==> config.mk <==
export PLATFORM = sky130hd
export DESIGN_NAME = pwm_duty_sched
export DESIGN_NICKNAME = d
export VERILOG_FILES = /design/src/rtl/pwm_duty_sched.sv
export SDC_FILE = /design/constraint.sdc
export NUM_CORES = 1
export LEC_CHECK = 0
export ABC_CLOCK_PERIOD_IN_PS = 1500
export BUFFER_PORTS_ARGS = -buffer_cell sky130_fd_sc_hd__buf_4
export CAP_MARGIN = 20
export CORE_MARGIN = 2
export CORE_UTILIZATION = 40
export CTS_CLUSTER_SIZE = 12
export DETAILED_ROUTE_END_ITERATION = 8
export PLACE_DENSITY_LB_ADDON = 0.15
export SLEW_MARGIN = 20
export SYNTH_ARGS = -nofsm -noshare
export SYNTH_HDL_FRONTEND = slang
export SYNTH_SLANG_ARGS = --single-unit
==> constraint.sdc <==
create_clock -name i_clk -period 1.5 [get_ports i_clk]
set_input_delay 0.3 -clock i_clk [delete_from_list [all_inputs] [get_ports i_clk]]
set_output_delay 0.3 -clock i_clk [all_outputs]
set_load 0.02 [all_outputs]
==> src/rtl/pwm_duty_sched.sv <==
// pwm_duty_sched: drives a registered magnitude comparator (out <= in >= ref)
// with the active duty on cmp_in and a free-running 1..2^WIDTH-1 period
// counter on cmp_ref. Duty writes go to a shadow register and are applied
// only at period boundaries, so every period on pwm_out is whole.
// Optional feature macro: PWM_SOFTSTART_EN (adds a RAMP state that steps the
// active duty up by one per period before entering RUN).
module pwm_duty_sched #(
   parameter int unsigned WIDTH = 4
) (
   input  logic             i_clk,
   input  logic             i_rst,
   input  logic             i_en,
   input  logic [WIDTH-1:0] i_duty_in,
   input  logic             i_duty_wr,
   output logic             o_duty_pend,
   output logic             o_duty_ack,
   output logic             o_period_end,
   output logic [WIDTH-1:0] o_cmp_in,
   output logic [WIDTH-1:0] o_cmp_ref,
   input  logic             i_cmp_out,
   output logic             o_pwm_out
);

   localparam logic [WIDTH-1:0] C_ONE = WIDTH'(1);
   localparam logic [WIDTH-1:0] C_MAX = '1;

   typedef enum logic [1:0] {
      ST_IDLE = 2'd0,
      ST_RUN  = 2'd1,
      ST_RAMP = 2'd2
   } state_t;

   state_t           r_state;
   logic [WIDTH-1:0] r_cnt;
   logic [WIDTH-1:0] r_duty_sh;
   logic [WIDTH-1:0] r_duty_act;
   logic             r_pend;
   logic             r_ack;
   logic             r_pe;

   state_t           w_state_nx;
   logic [WIDTH-1:0] w_cnt_nx;
   logic [WIDTH-1:0] w_duty_sh_nx;
   logic [WIDTH-1:0] w_duty_act_nx;
   logic             w_pend_nx;
   logic             w_ack_nx;
   logic             w_pe_nx;
   logic [WIDTH-1:0] w_target;
   logic             w_wrap;
   logic [WIDTH-1:0] w_cnt_inc;

   // A write landing in the same cycle as a transfer wins over the stale shadow.
   always_comb begin
      w_target  = i_duty_wr ? i_duty_in : r_duty_sh;
      w_wrap    = (r_cnt == C_MAX);
      w_cnt_inc = w_wrap ? C_ONE : (r_cnt + C_ONE);
   end

   // State register and all datapath registers, cleared asynchronously.
   always_ff @(posedge i_clk or posedge i_rst) begin
      if (i_rst) begin
         r_state    <= ST_IDLE;
         r_cnt      <= C_ONE;
         r_duty_sh  <= '0;
         r_duty_act <= '0;
         r_pend     <= 1'b0;
         r_ack      <= 1'b0;
         r_pe       <= 1'b0;
      end else begin
         r_state    <= w_state_nx;
         r_cnt      <= w_cnt_nx;
         r_duty_sh  <= w_duty_sh_nx;
         r_duty_act <= w_duty_act_nx;
         r_pend     <= w_pend_nx;
         r_ack      <= w_ack_nx;
         r_pe       <= w_pe_nx;
      end
   end

   // Next-state logic: counter, write capture, boundary transfer, enable exits.
   always_comb begin
      w_state_nx    = r_state;
      w_cnt_nx      = r_cnt;
      w_duty_sh_nx  = r_duty_sh;
      w_duty_act_nx = r_duty_act;
      w_pend_nx     = r_pend;
      w_ack_nx      = 1'b0;
      w_pe_nx       = 1'b0;

      if (i_duty_wr) begin
         w_duty_sh_nx = i_duty_in;
         w_pend_nx    = 1'b1;
      end

      case (r_state)
         ST_IDLE: begin
            w_cnt_nx      = C_ONE;
            w_duty_act_nx = '0;
            if (i_en) begin
`ifdef PWM_SOFTSTART_EN
               w_state_nx = ST_RAMP;
`else
               // Counter stays at 1 on the entry edge so the first RUN cycle
               // is the first cycle of a full period.
               w_state_nx    = ST_RUN;
               w_duty_act_nx = w_target;
               if (w_pend_nx) begin
                  w_pend_nx = 1'b0;
                  w_ack_nx  = 1'b1;
               end
`endif
            end
         end

         ST_RUN: begin
            if (!i_en) begin
               w_state_nx    = ST_IDLE;
               w_cnt_nx      = C_ONE;
               w_duty_act_nx = '0;
            end else begin
               w_cnt_nx = w_cnt_inc;
               w_pe_nx  = w_wrap;
               if (w_wrap && w_pend_nx) begin
                  w_duty_act_nx = w_target;
                  w_pend_nx     = 1'b0;
                  w_ack_nx      = 1'b1;
               end
            end
         end

`ifdef PWM_SOFTSTART_EN
         ST_RAMP: begin
            if (!i_en) begin
               w_state_nx    = ST_IDLE;
               w_cnt_nx      = C_ONE;
               w_duty_act_nx = '0;
            end else begin
               w_cnt_nx = w_cnt_inc;
               w_pe_nx  = w_wrap;
               if (w_wrap) begin
                  if (r_duty_act == w_target) begin
                     w_state_nx = ST_RUN;
                     w_pend_nx  = 1'b0;
                     w_ack_nx   = 1'b1;
                  end else if (w_target < r_duty_act) begin
                     w_duty_act_nx = w_target;
                  end else begin
                     w_duty_act_nx = r_duty_act + C_ONE;
                  end
               end
            end
         end
`endif

         default: begin
            w_state_nx    = ST_IDLE;
            w_cnt_nx      = C_ONE;
            w_duty_act_nx = '0;
         end
      endcase
   end

   // Output drive: all registered except the comparator pass-through.
   always_comb begin
      o_cmp_in     = r_duty_act;
      o_cmp_ref    = r_cnt;
      o_duty_pend  = r_pend;
      o_duty_ack   = r_ack;
      o_period_end = r_pe;
      o_pwm_out    = i_cmp_out;
   end

endmodule

==> run metrics <==
Mapped Avg Cell Area=12.4 µm²; vias=463; post-CTS setup buffer count=0; r2r setup slk=about 0.11 ns; I/O Buffers=18; CP Data Required Time=about 1.7 ns; synth unique cells=20; Routed WL per cell=approximately 13 µm; Die X=between 40 and 50 µm; most common cell after layout, fill and taps aside=buf_4; CP max stage cell=dfstp_2; Nets=between 80 and 90; Clock Pin Slew Worst Setup and Hold Paths=roughly 0.090 ns; H-tree depth=1; Fmax achieved=roughly 0.72 GHz; total track usage=0.134; root buffer cell=clkbuf_4; final period utilization=0.928; peak supply drop=approximately 520 µV; Max Cap Violations=0; TritonCTS Buffers=3; most frequent cells in the layout=buf_4 (18), dfrtp_1 (15), nand2_1 (6); total wire length=~1.1 mm; Final Critical Period=between 1 and 1.5 ns; clock skew=between 0.001 and 0.0015 ns; Detail Route Antenna Nets=0; status=finished, final reports clean; setup violators final=0; Rows=14; Worst Tran Pin Value=~0.57 ns; first-pass detailed-route iteration total=3; PwrDens=1040 nW/µm²; gp weighted congestion=~0.75; P&R area growth vs syn=25.7%; drt first-iter violations=1; crit path capture type=flop; Final Non-Filler Cells=88; drt via density=between 5 and 6; worst-skew pair later-pin latency=between 0.2 and 0.3 ns; number of synthesized register bits=16; Layout fillers=150; drt drc=0; CTS tree=yes; RSZ-0062 raised after global routing=false; CP cell instances=ha_1 > o2111ai_4 > and2_4 > o21ai_2; Initial Utilization=0.436; dpl hpwl=863 µm; setup tns final=0 ns; CP Launch Type=flop; register area share after synthesis=0.598; Slew Limit Fails=0; clk sinks=16; Critical Path AT=roughly 1.6 ns; worst rel slew slack=0.616; Die ar.=between 2000 and 2500 µm²; largest fanout on the critical path=5; cts hold-fix bufs=0; largest net degree at the start of global routing=17; post-CTS resize count=0; Worst Hold Class=input pin to async pin; Synth Warn #=0; initial antenna violation count=0; # IOs=21; # diodes=0; layout cells sized above 1=0.458; core area=between 1500 and 2000 µm²; Post-Syn Instances=54; Static Leak=0.000401 µW; slowest stage delay, CP=around 0.56 ns; first-pass GRT wire length=~1.9 mm; grt ovf=0; vias in the first global route=between 400 and 500; crit path kind=flop to flop; DIE HEIGHT=between 40 and 50 µm; Placed Instances=84; Setup WS pre-CTS=0.123 ns; Post-Syn Nets=64; min setup slack post-route=between 0.1 and 0.15 ns; Final Hold Vio Count=0; cell area after synthesis=roughly 670 µm²; Max Buffers Root-to-Sink=2
## flip-flops by register name (all words and copies together) (netlist names)
name / count
o_cmp_ref: 4
o_duty_ack: 1
r_state: 1
o_cmp_in: 4
o_duty_pend: 1
o_period_end: 1
r_duty_sh: 4
## through the flow
stage                      util  hold slack (ns)  instance area (µm²)  power, µW
after global placement    0.524            0.407                  808        609
after CTS                 0.548           0.0898                  845        894
after floorplan               -            0.213                  672        561
after global routing      0.548            0.118                  845        923
after detailed placement  0.524            0.406                  808        612
final                     0.548           0.0709                  845        877
## worst max-delay path: cells and delay by family (launching register included)
family | cells | cell delay, ns
flip-flops | 1 | 0.56
adder cells (fa/ha/maj) | 1 | 0.25
AO/OA/AOI/OAI | 2 | 0.29
AND/OR/NAND/NOR | 1 | 0.22
## area by class of cell
cell class,instances,area [µm²],share of cell area
Timing Repair Buffer,18,135,0.160
Multi-Input combinational cell,33,248,0.293
Inverter,1,3.75,0.00444
Tap cell,16,20.0,0.0237
Sequential cell,16,402,0.476
Clock buffer,4,36.3,0.0430
## power breakdown
group	internal (µW)	switching [µW]	total, µW	leakage [µW]
logic	56.5	65.6	122	0.000179
clock network	148	129	277	0.0000210
registers	460	18.1	478	0.000201
total	664	213	877	0.000401
## cell usage after synthesis (all sizes together)
master / count / share of area
a21oi: 1 / 0.0074
and2: 1 / 0.013
and3: 1 / 0.0093
and3b: 1 / 0.013
buf: 1 / 0.011
clkbuf: 3 / 0.017
dfrtp: 15 / 0.56
dfstp: 1 / 0.039
ha: 1 / 0.019
inv: 1 / 0.0056
mux2: 4 / 0.067
nand2: 6 / 0.034
nand3: 2 / 0.015
nand4: 5 / 0.047
nor2: 3 / 0.017
nor3b: 1 / 0.011
o2111ai: 1 / 0.039
o21ai: 4 / 0.052
xnor2: 1 / 0.013
xor2: 1 / 0.013
## cells by family (layout without fill, tap and decap cells)
group,count (synthesis),after routing,share of synthesized area
simple gates,20,20,0.158
flops,16,16,0.598
compound gates,6,6,0.0987
buf+inv,5,23,0.0335
mux,4,4,0.0670
xor+xnor,2,2,0.0261
fa+ha+maj,1,1,0.0186
## layer usage
layer | track usage | wire length [µm] | vias up
met1 | 0.171 | 510 | 226
met5 | 0 | 0 | -
li1 | - | - | 224
met4 | 0.0941 | 12 | 0
met2 | 0.206 | 549 | 11
met3 | 0.0240 | 70 | 2
## path summary, 6_finish.rpt
kind,startpoint,depth (start not counted),to
setup / recovery,o_cmp_ref[0]$_DFF_PP1_,4,o_cmp_in[2]$_DFFE_PP0P_
hold / removal,i_rst,2,o_cmp_in[0]$_DFFE_PP0P_
max in group asynchronous,i_rst,2,o_cmp_ref[0]$_DFF_PP1_
setup reg to reg,o_cmp_ref[0]$_DFF_PP1_,4,o_cmp_in[2]$_DFFE_PP0P_
hold reg to reg,r_duty_sh[0]$_DFF_PP0_,1,r_duty_sh[0]$_DFF_PP0_
min in group i_clk,i_en,1,r_state[0]$_DFFE_PP0P_
No activity file was read; power rests on OpenSTA's default activity.
